--- src/rtl/pipe_drain_fifo.sv ---
// pipe_drain_fifo: credit-tracked receive buffer for a fixed-latency pipeline.
// Upstream may issue an op only while a credit is free. A free credit means
// stored words plus in-flight ops is below DEPTH. Arriving results are buffered
// in a first-word-fall-through FIFO and drained by a valid/ready consumer.
module pipe_drain_fifo #(
  parameter int unsigned DATA_WIDTH = 12,
  parameter int unsigned DEPTH      = 16,
  parameter int unsigned PIPE_LAT   = 7
) (
  input  logic                       clk,
  input  logic                       rst_n,
  input  logic                       issue,
  output logic                       issue_ok,
  input  logic                       in_valid,
  input  logic [DATA_WIDTH-1:0]      din,
  output logic                       out_valid,
  input  logic                       out_ready,
  output logic [DATA_WIDTH-1:0]      dout,
  output logic [$clog2(DEPTH):0]     count,
  output logic [$clog2(DEPTH):0]     inflight,
  output logic                       err
);

  localparam int unsigned AW = $clog2(DEPTH);
  localparam int unsigned CW = AW + 1;
  localparam logic [CW-1:0] DEPTH_C   = CW'(DEPTH);
  localparam logic [CW:0]   DEPTH_SUM = (CW + 1)'(DEPTH);

  // The credit scheme does not depend on the pipeline latency. The latency
  // parameter is only sanity-checked here.
  if ((DEPTH < 2) || ((DEPTH & (DEPTH - 1)) != 0) || (PIPE_LAT == 0)) begin : g_bad_param
    $error("pipe_drain_fifo: DEPTH must be a power of 2 >= 2 and PIPE_LAT >= 1");
  end

  logic [AW-1:0]         wr_ptr_q, wr_ptr_d;
  logic [AW-1:0]         rd_ptr_q, rd_ptr_d;
  logic [CW-1:0]         count_q, count_d;
  logic [CW-1:0]         inflight_q, inflight_d;
  logic                  err_q, err_d;
  logic [DATA_WIDTH-1:0] mem_q [DEPTH];

  logic                  full;
  logic                  push;
  logic                  pop;
  logic [CW:0]           credit_sum;

  // Status and handshake decode. These signals use registered state only,
  // except for push and pop, which also depend on their qualifying inputs.
  always_comb begin
    credit_sum = {1'b0, count_q} + {1'b0, inflight_q};
    issue_ok   = credit_sum < DEPTH_SUM;
    full       = (count_q == DEPTH_C);
    out_valid  = (count_q != '0);
    pop        = out_valid & out_ready;
    // When the FIFO is full, a pop in the same cycle frees the head slot.
    // The write then lands on the entry that is being read out.
    push       = in_valid & (~full | pop);
  end

  // Next-state computation for the pointers, the occupancy, the credits and the sticky error.
  always_comb begin
    wr_ptr_d   = wr_ptr_q + AW'(push);
    rd_ptr_d   = rd_ptr_q + AW'(pop);

    count_d    = count_q;
    unique case ({push, pop})
      2'b10:   count_d = count_q + 1'b1;
      2'b01:   count_d = count_q - 1'b1;
      default: count_d = count_q;
    endcase

    inflight_d = inflight_q;
    if (issue && !in_valid) begin
      if (inflight_q != DEPTH_C) inflight_d = inflight_q + 1'b1;
    end else if (in_valid && !issue) begin
      if (inflight_q != '0) inflight_d = inflight_q - 1'b1;
    end

    err_d = err_q
          | (issue & ~issue_ok)
          | (in_valid & (inflight_q == '0))
          | (in_valid & full & ~pop);
  end

  // Control state register with asynchronous active-low reset.
  always_ff @(posedge clk or negedge rst_n) begin
    if (!rst_n) begin
      wr_ptr_q   <= '0;
      rd_ptr_q   <= '0;
      count_q    <= '0;
      inflight_q <= '0;
      err_q      <= 1'b0;
    end else begin
      wr_ptr_q   <= wr_ptr_d;
      rd_ptr_q   <= rd_ptr_d;
      count_q    <= count_d;
      inflight_q <= inflight_d;
      err_q      <= err_d;
    end
  end

  // Storage array. This array is intentionally not reset.
  always_ff @(posedge clk) begin
    if (push) mem_q[wr_ptr_q] <= din;
  end

  // Output drivers. The FIFO head falls through to dout.
  always_comb begin
    dout     = mem_q[rd_ptr_q];
    count    = count_q;
    inflight = inflight_q;
    err      = err_q;
  end

endmodule

--- config.mk ---
export PLATFORM = sky130hd
export DESIGN_NAME = pipe_drain_fifo
export DESIGN_NICKNAME = d
export VERILOG_FILES = /design/src/rtl/pipe_drain_fifo.sv
export SDC_FILE = /design/constraint.sdc
export NUM_CORES = 1
export LEC_CHECK = 0
export CORE_UTILIZATION = 55
export DETAILED_ROUTE_END_ITERATION = 7
export DONT_BUFFER_PORTS = 1
export PLACE_DENSITY = 0.7
export SLEW_MARGIN = 10
export SYNTH_ARGS = -nofsm -noshare
export SYNTH_HDL_FRONTEND = slang
export SYNTH_SLANG_ARGS = --single-unit
--- constraint.sdc ---
create_clock -name clk -period 3.5 [get_ports clk]
set_input_delay 0.7 -clock clk [delete_from_list [all_inputs] [get_ports clk]]
set_output_delay 0.7 -clock clk [all_outputs]
set_load 0.01 [all_outputs]
==> results of run 1 <==
==> report_power, final <==
part	internal, µW	switching [µW]
sequential	3100	327
clock	1280	899
combinational	1040	1190
total	5420	2420
==> what timing repair did <==
item / CTS / global route
hold buffers: 1 / 0
resized for setup: 0 / 0
hold endpoints to repair: 19 / 0
==> stage by stage <==
| stage | setup WS (ns) | cell area (µm²) | cells | utilization (%) |
|---|---|---|---|---|
| global route | 0.174 | 9580 | 666 | 63.2 |
| global placement | 0.391 | 8890 | 626 | 58.7 |
| CTS | 0.310 | 9580 | 666 | 63.2 |
| detailed placement | 0.329 | 8890 | 626 | 58.7 |
| floorplan | 0.391 | 8520 | 431 | - |
| finish | 0.323 | 9580 | 666 | 63.2 |
==> cell type report <==
class                      count  area, µm²
clock buffer                  31        606
clock inverter                 8       66.3
fill                        1030       5570
inverter                       7       28.8
multi-input combinational    195       2170
sequential                   211       6250
tap                          188        235
timing repair buffer          26        223
==> sequential cells by signal, indices dropped and copies added (netlist names) <==
name,count
wr_ptr_q,4
err,1
inflight,5
mem_q,192
rd_ptr_q,4
count,5
==> cell families after synthesis <==
group | Yosys count | synth area share, %
buffers and inverters | 25 | 1.45
xor gates and xnor gates | 13 | 1.34
and+or+nand+nor | 68 | 4.42
AOI/OAI and AO/OA | 47 | 3.95
DFF | 211 | 73.3
muxes | 50 | 13.0
adders and majority gates | 17 | 2.59
==> metal layers <==
layer / vias to the layer above / wire length, µm / track usage [%]
li1: 1829 / - / -
met1: 2089 / 6600 / 30.9
met2: 163 / 8430 / 36.8
met3: 23 / 1440 / 4.01
met4: 0 / 265 / 5.67
met5: - / 0 / 0
==> critical path, cell delays in order, from the launching register on <==
cell,delay [ns]
dfrtp_1,0.48
or4_4,0.55
nand2b_1,0.23
and2_1,0.22
ha_1,0.34
xor2_1,0.21
ha_1,0.24
o211a_1,0.23
or4_1,0.40
nand3_1,0.09
a311oi_1,0.04
==> worst paths after layout <==
| path | startpoint | endpoint | slack, ns | cells after the start |
|---|---|---|---|---|
| min in group asynchronous | rst_n | count[3]$_DFFE_PN0P_ | 0.79 | 1 |
| setup / recovery | count[0]$_DFFE_PN0P_ | count[4]$_DFFE_PN0P_ | 0.32 | 10 |
| max in group asynchronous | rst_n | rd_ptr_q[0]$_DFF_PN0_ | 2.05 | 1 |
| hold reg to reg | rd_ptr_q[3]$_DFF_PN0_ | rd_ptr_q[3]$_DFF_PN0_ | 0.53 | 1 |
| setup reg to reg | count[0]$_DFFE_PN0P_ | count[4]$_DFFE_PN0P_ | 0.32 | 10 |
| hold / removal | din[0] | mem_q[1][0]$_DFFE_PP_ | 0.30 | 0 |
==> synthesized netlist by cell type, types with 2 or more instances <==
library cell and count:
a21oi_1 8, a22oi_1 24, a311oi_1 2, and2_1 3
and3_1 2, buf_2 4, buf_6 3, clkbuf_1 10
dfrtp_1 19, edfxtp_1 192, ha_1 16, inv_1 6
mux4_2 48, nand2_1 17, nand2b_1 7, nand3_1 4
nand3b_4 2, nor2_1 17, nor2b_1 3, nor3_1 4
nor4_1 2, o21ai_0 3, o21ai_1 2, xnor2_1 7
xor2_1 6
==> metrics.md, run 1 <==
| Metric | Value |
|---|---|
| Post-synth ARST share | `9.00%` |
| Total GRT Usage | `22.2%` |
| Detail Route Antenna Nets | `0` |
| Max frequency | `315 MHz` |
| IO Port Bufs | `0` |
| DRT Pass-1 Iters | `4` |
| Setup Buffers After CTS | `0` |
| Period Utilization, post-route | `90.8%` |
| Power, Total | `7840 µW` |
| Final net count | `497` |
| Most common cell after layout, fill and taps aside | `edfxtp_1` |
| CP Capture Type | `register` |
| LEAKAGE | `0.00323 µW` |
| Fraction of layout cells with a size suffix above 1 | `23.8%` |
| DR WL/cell | `25.1 µm` |
| CTS tree | `done` |
| I/O pins | `42` |
| Final Hold Viols | `0` |
| CP Launch Type | `register` |
| Worst-Skew Late Latency | `0.49 ns` |
| RSZ-0062 raised after global routing | `no` |
| Minimum clock period | `3.18 ns` |
| Total Wirelength | `16.7 mm` |
| Average size of a mapped cell | `19.8 µm²` |
| Seq/Total Area, Yosys | `73.3%` |
| Average via count per standard cell | `6.16` |
| Area contributors post-synth | `edfxtp_1 68%, mux4_2 13%, dfrtp_1 5.6%` |
| Die boundary width | `126 µm` |
| First-pass GRT wire length | `26.0 mm` |
| Final slew viol count | `0` |
| Max cap viols | `0` |
| Clk slew on worst S/H paths | `0.06 ns` |
| Largest net degree at the start of global routing | `35` |
| Peak VDD IR | `0.000468 V` |
| CTS root buf | `clkbuf_16` |
| Clk_skew | `0.00655 ns` |
| Initial antenna violation count | `0` |
| Remaining Overflow, GRT | `0` |
| EDFF count, synth | `192` |
| Most frequent cells in the layout | `192 x edfxtp_1, 48 x mux4_2, 24 x a22oi_1` |
| Detailed Place HPWL | `10.4 mm` |
| Vias in the first global route | `4398` |
| Post-Syn Instances | `431` |
| Final setup violation count | `0` |
| Worst-margin pin slew | `0.911 ns` |
| Pwr/cell area | `819 nW/µm²` |
| Total CTS buffers | `22` |
| Clock sinks | `211` |
| Initial core utilization | `56.2%` |
| Clk buf depth | `3` |
| Die Y | `126 µm` |
| # rows | `45` |
| Area grow syn2layout | `12.4%` |
| CTS HTree Levels | `1` |
| CP arrival | `3.52 ns` |
| Hold slack | `0.303 ns` |
| Core footprint | `15100 µm²` |
| Primary FF master, synth | `edfxtp_1` |
| FF+latch count, synth | `211` |
| Status | `finished clean` |
| Full die area | `16000 µm²` |
| Via Count | `4104` |
| Crit-path max FO | `11` |
| GP Congestion | `0.743` |
| Post-synth top area cell | `edfxtp_1` |
| Slew headroom | `39.0%` |
| Worst Path Class, Setup | `reg2reg` |
| Syn nets | `465` |
| Hold crit path type | `in2reg` |
| Distinct cells, synth | `45` |
| Drt initial violations | `319` |
| Setup TNS | `0 ns` |
| DR DRC count | `0` |
| Diode count | `0` |
| Worst EP required | `3.84 ns` |
| Synth top area share | `67.7%` |
| Mapped cell area | `8520 µm²` |
| Synth warnings | `0` |
No activity file was read; power rests on OpenSTA's default activity.
==> run 2: changes to the inputs <==
--- a/config.mk
+++ b/config.mk
@@ -5,10 +5,10 @@
 export SDC_FILE = /design/constraint.sdc
 export NUM_CORES = 1
 export LEC_CHECK = 0
+export BUFFER_PORTS_ARGS = -buffer_cell sky130_fd_sc_hd__buf_4
 export CORE_UTILIZATION = 55
 export DETAILED_ROUTE_END_ITERATION = 7
-export DONT_BUFFER_PORTS = 1
-export PLACE_DENSITY = 0.7
+export PLACE_DENSITY = 0.73
 export SLEW_MARGIN = 10
 export SYNTH_ARGS = -nofsm -noshare
 export SYNTH_HDL_FRONTEND = slang
==> run 2 against run 1 <==
  * Utilization increased by 2.1 points
  * Critical path depth unchanged
  * Sequential cell count unchanged
  * Fmax increased by 0.86%
  * Die area unchanged
  * Routed wire length increased by 2.3%
  * Highest routed layer unchanged
==> metrics.md, run 2 (synthesized netlist as in run 1, its figures left out) <==
| Metric | Value |
|---|---|
| CP Capture Type | `register` |
| Hold buffers post-CTS | `0 (-1)` |
| Max FFs per register | `192 (unchanged)` |
| Area grow syn2layout | `16.1%` |
| Crit-path max FO | `11 (unchanged)` |
| WL met2 | `8.75 mm (+3.8%)` |
| Largest net degree at the start of global routing | `50 (+43%)` |
| Critical Path Sink | `count[4]$_DFFE_PN0P_` |
| Fraction of layout cells with a size suffix above 1 | `30.4% (+6.5 points)` |
| Peak VDD IR | `0.000458 V (-2.2%)` |
| Worst path max stage delay | `0.60 ns (+0.05 ns)` |
| CTS HTree Levels | `1 (unchanged)` |
| Crit path from | `count[2]$_DFFE_PN0P_` |
| Initial core utilization | `56.2% (unchanged)` |
| Most frequent cells in the layout | `192 x edfxtp_1, 62 x buf_4, 48 x mux4_2` |
| Bufs and invs on worst path | `0 (unchanged)` |
| Remaining Overflow, GRT | `0 (unchanged)` |
| CP Launch Type | `register` |
| Total Wirelength | `17.1 mm (+2.3%)` |
| # rows | `45 (unchanged)` |
| IO Port Bufs | `41 (+41)` |
| Worst Path Class, Setup | `reg2reg` |
| RSZ-0062 raised after global routing | `no` |
| Most used cell, CP | `ha_1` |
| Reg2reg start | `count[2]$_DFFE_PN0P_` |
| Worst EP required | `3.84 ns (about the same)` |
| CTS tree | `done` |
| Clk_skew | `0.00853 ns (+0.00198 ns)` |
| Cts repair resizes | `0 (unchanged)` |
| Final setup violation count | `0 (unchanged)` |
| Core footprint | `15100 µm² (unchanged)` |
| Worst-Skew Late Latency | `0.49 ns (about the same)` |
| FF-to-FF path depth | `10 (unchanged)` |
| CP arrival | `3.49 ns (-0.03 ns)` |
| DR WL/cell | `24.3 µm (-3.3%)` |
| Final slew viol count | `0 (unchanged)` |
| Final instance count without filler cells | `705 (+5.9%)` |
| Period Utilization, post-route | `90.0% (-0.77 points)` |
| Metal-1 WL | `6.86 mm (+4.0%)` |
| LEAKAGE | `0.00344 µW (+6.3%)` |
| Average via count per standard cell | `6.18 (+0.29%)` |
| Detail Route Antenna Nets | `0 (unchanged)` |
| Slew headroom | `47.4% (+8.3 points)` |
| Final net count | `535 (+7.6%)` |
| Largest Register | `mem_q` |
| Full die area | `16000 µm² (unchanged)` |
| Fin util | `65.3% (+2.1 points)` |
| Minimum clock period | `3.15 ns (-0.0270 ns)` |
| Final Hold Viols | `0 (unchanged)` |
| Die boundary width | `126 µm (unchanged)` |
| Pwr/cell area | `829 nW/µm² (+1.2%)` |
| Die Y | `126 µm (unchanged)` |
| Setup TNS | `0 ns (unchanged)` |
| Max frequency | `317 MHz (+0.86%)` |
| GP Congestion | `0.771 (+3.7%)` |
| Critical Path, Cell by Cell | `or4_4, nand2b_1, and2_1, ha_1, xor2_1, ha_1, o211a_1, or4_1, nand3_1, a311oi_1` |
| DR DRC count | `0 (unchanged)` |
| Clk buf depth | `3 (unchanged)` |
| Top layer reached by signal wires | `met4` |
| Total CTS buffers | `22 (unchanged)` |
| Worst R2R Setup Slack | `0.35 ns (+0.03 ns)` |
| Hold slack | `0.0804 ns (-0.222 ns)` |
| CTS root buf | `clkbuf_16` |
| Drt initial violations | `356 (+12%)` |
| Worst r2r dst | `count[4]$_DFFE_PN0P_` |
| Vias in the first global route | `4616 (+5.0%)` |
| Worst path slowest cell | `or4_4` |
| I/O pins | `42 (unchanged)` |
| Hold crit path type | `in2async` |
| Worst-margin pin slew | `0.785 ns (-0.126 ns)` |
| Clk slew on worst S/H paths | `0.06 ns (about the same)` |
| Initial antenna violation count | `0 (unchanged)` |
| Cell family with most CP delay | `simple AND/OR/NAND/NOR gates` |
| Detailed Place HPWL | `10.1 mm (-2.4%)` |
| Max cap viols | `0 (unchanged)` |
| Via Count | `4357 (+6.2%)` |
| Most common cell after layout, fill and taps aside | `edfxtp_1` |
| Setup Buffers After CTS | `0 (unchanged)` |
| First-pass GRT wire length | `26.4 mm (+1.7%)` |
| Power, Total | `8190 µW (+4.5%)` |
| Cells after DPL | `665 (+6.2%)` |
| Total GRT Usage | `22.8% (+0.61 points)` |
| Clock sinks | `211 (unchanged)` |
| DRT Pass-1 Iters | `5 (+1)` |
| WL met3 | `1.09 mm (-24%)` |
| Diode count | `0 (unchanged)` |
| Status | `finished clean` |
| Crit path depth | `10 (unchanged)` |
-- run 2: layout make-up --
cell class | instances | area [µm²]
Clock buffer | 25 | 583
Tap cell | 188 | 235
Fill cell | 1003 | 5260
Multi-Input combinational cell | 195 | 2170
Inverter | 7 | 28.8
Clock inverter | 15 | 121
Timing Repair Buffer | 64 | 505
Sequential cell | 211 | 6240
-- run 2: where the power goes --
part | leakage [µW] | total [µW] | switching (µW) | internal, µW
Combinational | 0.00114 | 2550 | 1280 | 1270
Clock | 0.000341 | 2240 | 901 | 1340
Sequential | 0.00195 | 3400 | 313 | 3090
Total | 0.00344 | 8190 | 2490 | 5700
-- run 2: worst register-to-register path: stages (launching register included) --
cell and delay (ns):
dfrtp_1 0.48, or4_4 0.60, nand2b_1 0.18, and2_1 0.20, ha_1 0.34, xor2_1 0.21, ha_1 0.22, o211a_1 0.23
or4_1 0.40, nand3_1 0.09, a311oi_1 0.05
-- run 2: worst min path at each step --
| stage | endpoint | slack [ns] | depth (start not counted) |
|---|---|---|---|
| finish | rd_ptr_q[3]$_DFF_PN0_ | 0.08 | 1 |
| global route | rd_ptr_q[3]$_DFF_PN0_ | 0.08 | 1 |
| CTS | rd_ptr_q[3]$_DFF_PN0_ | 0.07 | 1 |
| detailed placement | err$_DFF_PN0_ | 0.50 | 2 |
| global placement | err$_DFF_PN0_ | 0.46 | 2 |
| floorplan | count[0]$_DFFE_PN0P_ | 0.40 | 0 |
-- run 2: metrics by stage --
| stage | instance area (µm²) | worst slack, ns |
|---|---|---|
| 2_1_floorplan | 8520 | 0.391 |
| 3_3_place_gp | 9180 | 0.457 |
| 3_5_place_dp | 9180 | 0.359 |
| 4_1_cts | 9890 | 0.342 |
| 5_1_grt | 9890 | 0.188 |
| 6_report | 9890 | 0.350 |
-- run 2: layer usage --
| metal | vias up | global-route usage, % |
|---|---|---|
| met5 | - | 0 |
| met4 | 0 | 8.58 |
| met3 | 33 | 2.99 |
| met2 | 160 | 38.3 |
| met1 | 2263 | 30.9 |
| li1 | 1901 | - |
==> run 3: changes to the inputs <==
--- a/config.mk
+++ b/config.mk
@@ -5,6 +5,7 @@
 export SDC_FILE = /design/constraint.sdc
 export NUM_CORES = 1
 export LEC_CHECK = 0
+export ABC_AREA = 1
 export BUFFER_PORTS_ARGS = -buffer_cell sky130_fd_sc_hd__buf_4
 export CORE_UTILIZATION = 55
 export DETAILED_ROUTE_END_ITERATION = 7
==> constraint.sdc (replaced) <==
create_clock -name clk -period 3.5 [get_ports clk]
set_input_delay 0.525 -clock clk [delete_from_list [all_inputs] [get_ports clk]]
set_output_delay 0.525 -clock clk [all_outputs]
set_load 0.01 [all_outputs]
==> run 3 against run 2 <==
  * Routed wire length grew 20%
  * Clock skew increased by 0.015 ns
  * Clock power fell by 4%
  * Hold slack better by 0.17 ns
  * Die area rose by 4.6%
  * Utilization fell by 1.3 points
  * Power rose by 5.5%
  * Critical path depth down 4
  * Final cell count is 46% higher
  * Via count up 37%
  * Setup slack better by 0.18 ns
  * Largest cell class unchanged
  * Largest power group unchanged
  * Highest routed layer is now met5
==> metrics.md, run 3 <==
| Metric | Value |
|---|---|
| Seq/Total Area, Yosys | `70.0% (-3.2 points)` |
| Distinct cells, synth | `28 (-38%)` |
| Post-synth top area cell | `edfxtp_1` |
| Clk buf depth | `3 (unchanged)` |
| Initial core utilization | `56.3% (+0.068 points)` |
| Worst R2R Setup Slack | `1.14 ns (+0.79 ns)` |
| Syn nets | `782 (+68%)` |
| Most frequent cells in the layout | `192 x edfxtp_1, 158 x nor2_1, 64 x buf_4` |
| Cell internal pwr | `5420 µW (-5.0%)` |
| CP Capture Type | `primary output` |
| Period Utilization, post-route | `84.8% (-5.2 points)` |
| Worst EP required | `2.97 ns (-0.87 ns)` |
| RSZ-0062 raised after global routing | `no` |
| Via Count | `5961 (+37%)` |
| GP Congestion | `0.785 (+1.9%)` |
| Status | `finished clean` |
| Worst-Skew Late Latency | `0.52 ns (+0.03 ns)` |
| Detailed Place HPWL | `11.4 mm (+12%)` |
| Minimum clock period | `2.97 ns (-0.182 ns)` |
| Average via count per standard cell | `5.78 (-6.5%)` |
| Power, Total | `8640 µW (+5.5%)` |
| Die Y | `129 µm (+2.3%)` |
| Final Hold Viols | `0 (unchanged)` |
| First-pass GRT wire length | `31.7 mm (+20%)` |
| Most common cell after layout, fill and taps aside | `edfxtp_1` |
| Hold Crit Start | `issue` |
| Area grow syn2layout | `13.6%` |
| I/O pins | `42 (unchanged)` |
| Sequential share of power | `37.8% (-3.7 points)` |
| Diode count | `0 (unchanged)` |
| Clk_skew | `0.0238 ns (+0.0153 ns)` |
| Remaining Overflow, GRT | `0 (unchanged)` |
| Crit path from | `rd_ptr_q[0]$_DFF_PN0_` |
| Area contributors post-synth | `edfxtp_1 65%, nor2_1 6.7%, dfrtp_1 5.3%` |
| EDFF count, synth | `192 (unchanged)` |
| LEAKAGE | `0.00373 µW (+8.5%)` |
| Max cap viols | `0 (unchanged)` |
| Setup TNS | `0 ns (unchanged)` |
| FF+latch count, synth | `211 (unchanged)` |
| DRT Pass-1 Iters | `5 (unchanged)` |
| CTS tree | `done` |
| Hold crit path type | `in2reg` |
| Final slew viol count | `0 (unchanged)` |
| Clock sinks | `211 (unchanged)` |
| P_sw | `3220 µW (+29%)` |
| Synth warnings | `0 (unchanged)` |
| CTS HTree Levels | `1 (unchanged)` |
| Critical Path Sink | `dout[8]` |
| Max FFs per register | `192 (unchanged)` |
| Clk slew on worst S/H paths | `0.06 ns (about the same)` |
| Worst r2r dst | `mem_q[9][1]$_DFFE_PP_` |
| # rows | `46 (+2.2%)` |
| Total Wirelength | `20.6 mm (+20%)` |
| FF-to-FF path depth | `7 (-3)` |
| CP arrival | `2.44 ns (-1.05 ns)` |
| Post-synth ARST share | `9.00% (unchanged)` |
| Largest Register | `mem_q` |
| Post-Syn Instances | `748 (+74%)` |
| Cts repair resizes | `0 (unchanged)` |
| Synth top area share | `64.7% (-3.0 points)` |
| Worst-margin pin slew | `0.881 ns (+0.0959 ns)` |
| CP Launch Type | `register` |
| Die boundary width | `129 µm (+2.3%)` |
| Total CTS buffers | `22 (unchanged)` |
| Mapped cell area | `8910 µm² (+4.6%)` |
| Initial antenna violation count | `1 (+1)` |
| Setup Buffers After CTS | `0 (unchanged)` |
| Largest net degree at the start of global routing | `109 (+120%)` |
| Final net count | `834 (+56%)` |
| Hold buffers post-CTS | `1 (+1)` |
| Drt initial violations | `600 (+69%)` |
| Clock Power Share | `24.9% (-2.4 points)` |
| Average size of a mapped cell | `11.9 µm² (-40%)` |
| Synth top cells by count | `192 x edfxtp_1, 158 x nor2_1, 63 x o21ai_0, 62 x nand2_1, 61 x nand3_1` |
| Switch share | `37.3% (+6.9 points)` |
| Combinational cell fraction of total power | `37.2% (+6.1 points)` |
| Fraction of layout cells with a size suffix above 1 | `12.3% (-18 points)` |
| DR WL/cell | `19.9 µm (-18%)` |
| Full die area | `16700 µm² (+4.6%)` |
| CTS root buf | `clkbuf_16` |
| Pwr/cell area | `854 nW/µm² (+3.1%)` |
| Primary FF master, synth | `edfxtp_1` |
| Worst Path Class, Setup | `reg2out` |
| Detail Route Antenna Nets | `0 (unchanged)` |
| Most frequent cell after synthesis | `edfxtp_1` |
| Core footprint | `15800 µm² (+4.5%)` |
| Total GRT Usage | `25.6% (+2.8 points)` |
| DR DRC count | `0 (unchanged)` |
| Crit-path max FO | `85 (+74)` |
| Slew headroom | `41.3% (-6.1 points)` |
| Final setup violation count | `0 (unchanged)` |
| Max frequency | `337 MHz (+6.1%)` |
| IO Port Bufs | `41 (unchanged)` |
| Reg2reg start | `count[1]$_DFFE_PN0P_` |
| Peak VDD IR | `0.000546 V (+19%)` |
| Vias in the first global route | `5876 (+27%)` |
-- run 3: cell types whose count changed in the layout (fill, tap and decap cells not counted), sizes merged, moves of 4 or more --
cell,before,now
inv,7,38
nor2,17,160
xnor2,7,3
o211ai,0,23
a21oi,8,20
nand2b,7,0
mux4,48,0
nand3,5,61
a22oi,24,0
o21ai,6,100
nand2,17,62
clkbuf,25,29
-- run 3: critical path, cell delays in order (launching register included) --
cell and delay, ns:
dfrtp_2 0.44, inv_4 0.60, o21ai_0 0.19, o211ai_1 0.23, nand3_1 0.11, nand2_1 0.16, buf_4 0.14
-- run 3: cell type report --
| type | instances | area, µm² |
|---|---|---|
| repair buffers | 66 | 510 |
| multi-input cells | 461 | 2280 |
| inverters | 38 | 145 |
| clock buffers | 29 | 597 |
| fillers | 1184 | 5710 |
| well taps | 216 | 270 |
| clock inverters | 11 | 78.8 |
| flip-flops and latches | 211 | 6240 |
-- run 3: routing by layer --
metal  up-vias  track usage, %  part of all wire (%)
met5         -               0                 0.058
met4         2            9.41                   2.9
met3        55            4.21                   9.0
met2       305            41.6                    48
met1      2852            35.2                    40
li1       2747               -                     -
-- run 3: metrics by stage --
step,utilization (%),std cells,hold WS [ns],worst slack [ns],instance area [µm²]
3_5_place_dp,59.6,991,0.420,1.12,9440
2_1_floorplan,-,748,0.229,1.50,8910
6_report,64.0,1032,0.249,0.531,10100
3_3_place_gp,59.6,991,0.414,1.17,9440
4_1_cts,64.0,1032,0.241,0.547,10100
5_1_grt,64.0,1032,0.268,0.404,10100
-- run 3: power by group through the flow --
stage | combinational, µW | sequential [µW] | clock [µW]
finish | 3220 | 3270 | 2150
global route | 3560 | 3300 | 2280
CTS | 3210 | 3270 | 2180
detailed placement | 3170 | 3320 | 0
global placement | 3080 | 3300 | 0
floorplan | 2180 | 3300 | 0
-- run 3: worst min-delay path by stage --
stage | cells after the start | slack, ns | to
after floorplan | 0 | 0.23 | count[0]$_DFFE_PN0P_
after global placement | 1 | 0.41 | inflight[4]$_DFFE_PN0P_
after detailed placement | 1 | 0.42 | inflight[4]$_DFFE_PN0P_
after CTS | 3 | 0.24 | err$_DFF_PN0_
after global routing | 3 | 0.27 | err$_DFF_PN0_
final | 3 | 0.25 | err$_DFF_PN0_
-- run 3: cell families after synthesis --
family | after synthesis | synth area share (%)
XOR/XNOR | 10 | 0.983
buffers and inverters | 76 | 4.38
adder cells (fa/ha/maj) | 17 | 2.47
flip-flops | 211 | 70.0
AND/OR/NAND/NOR | 288 | 13.2
AO/OA/AOI/OAI | 146 | 8.92
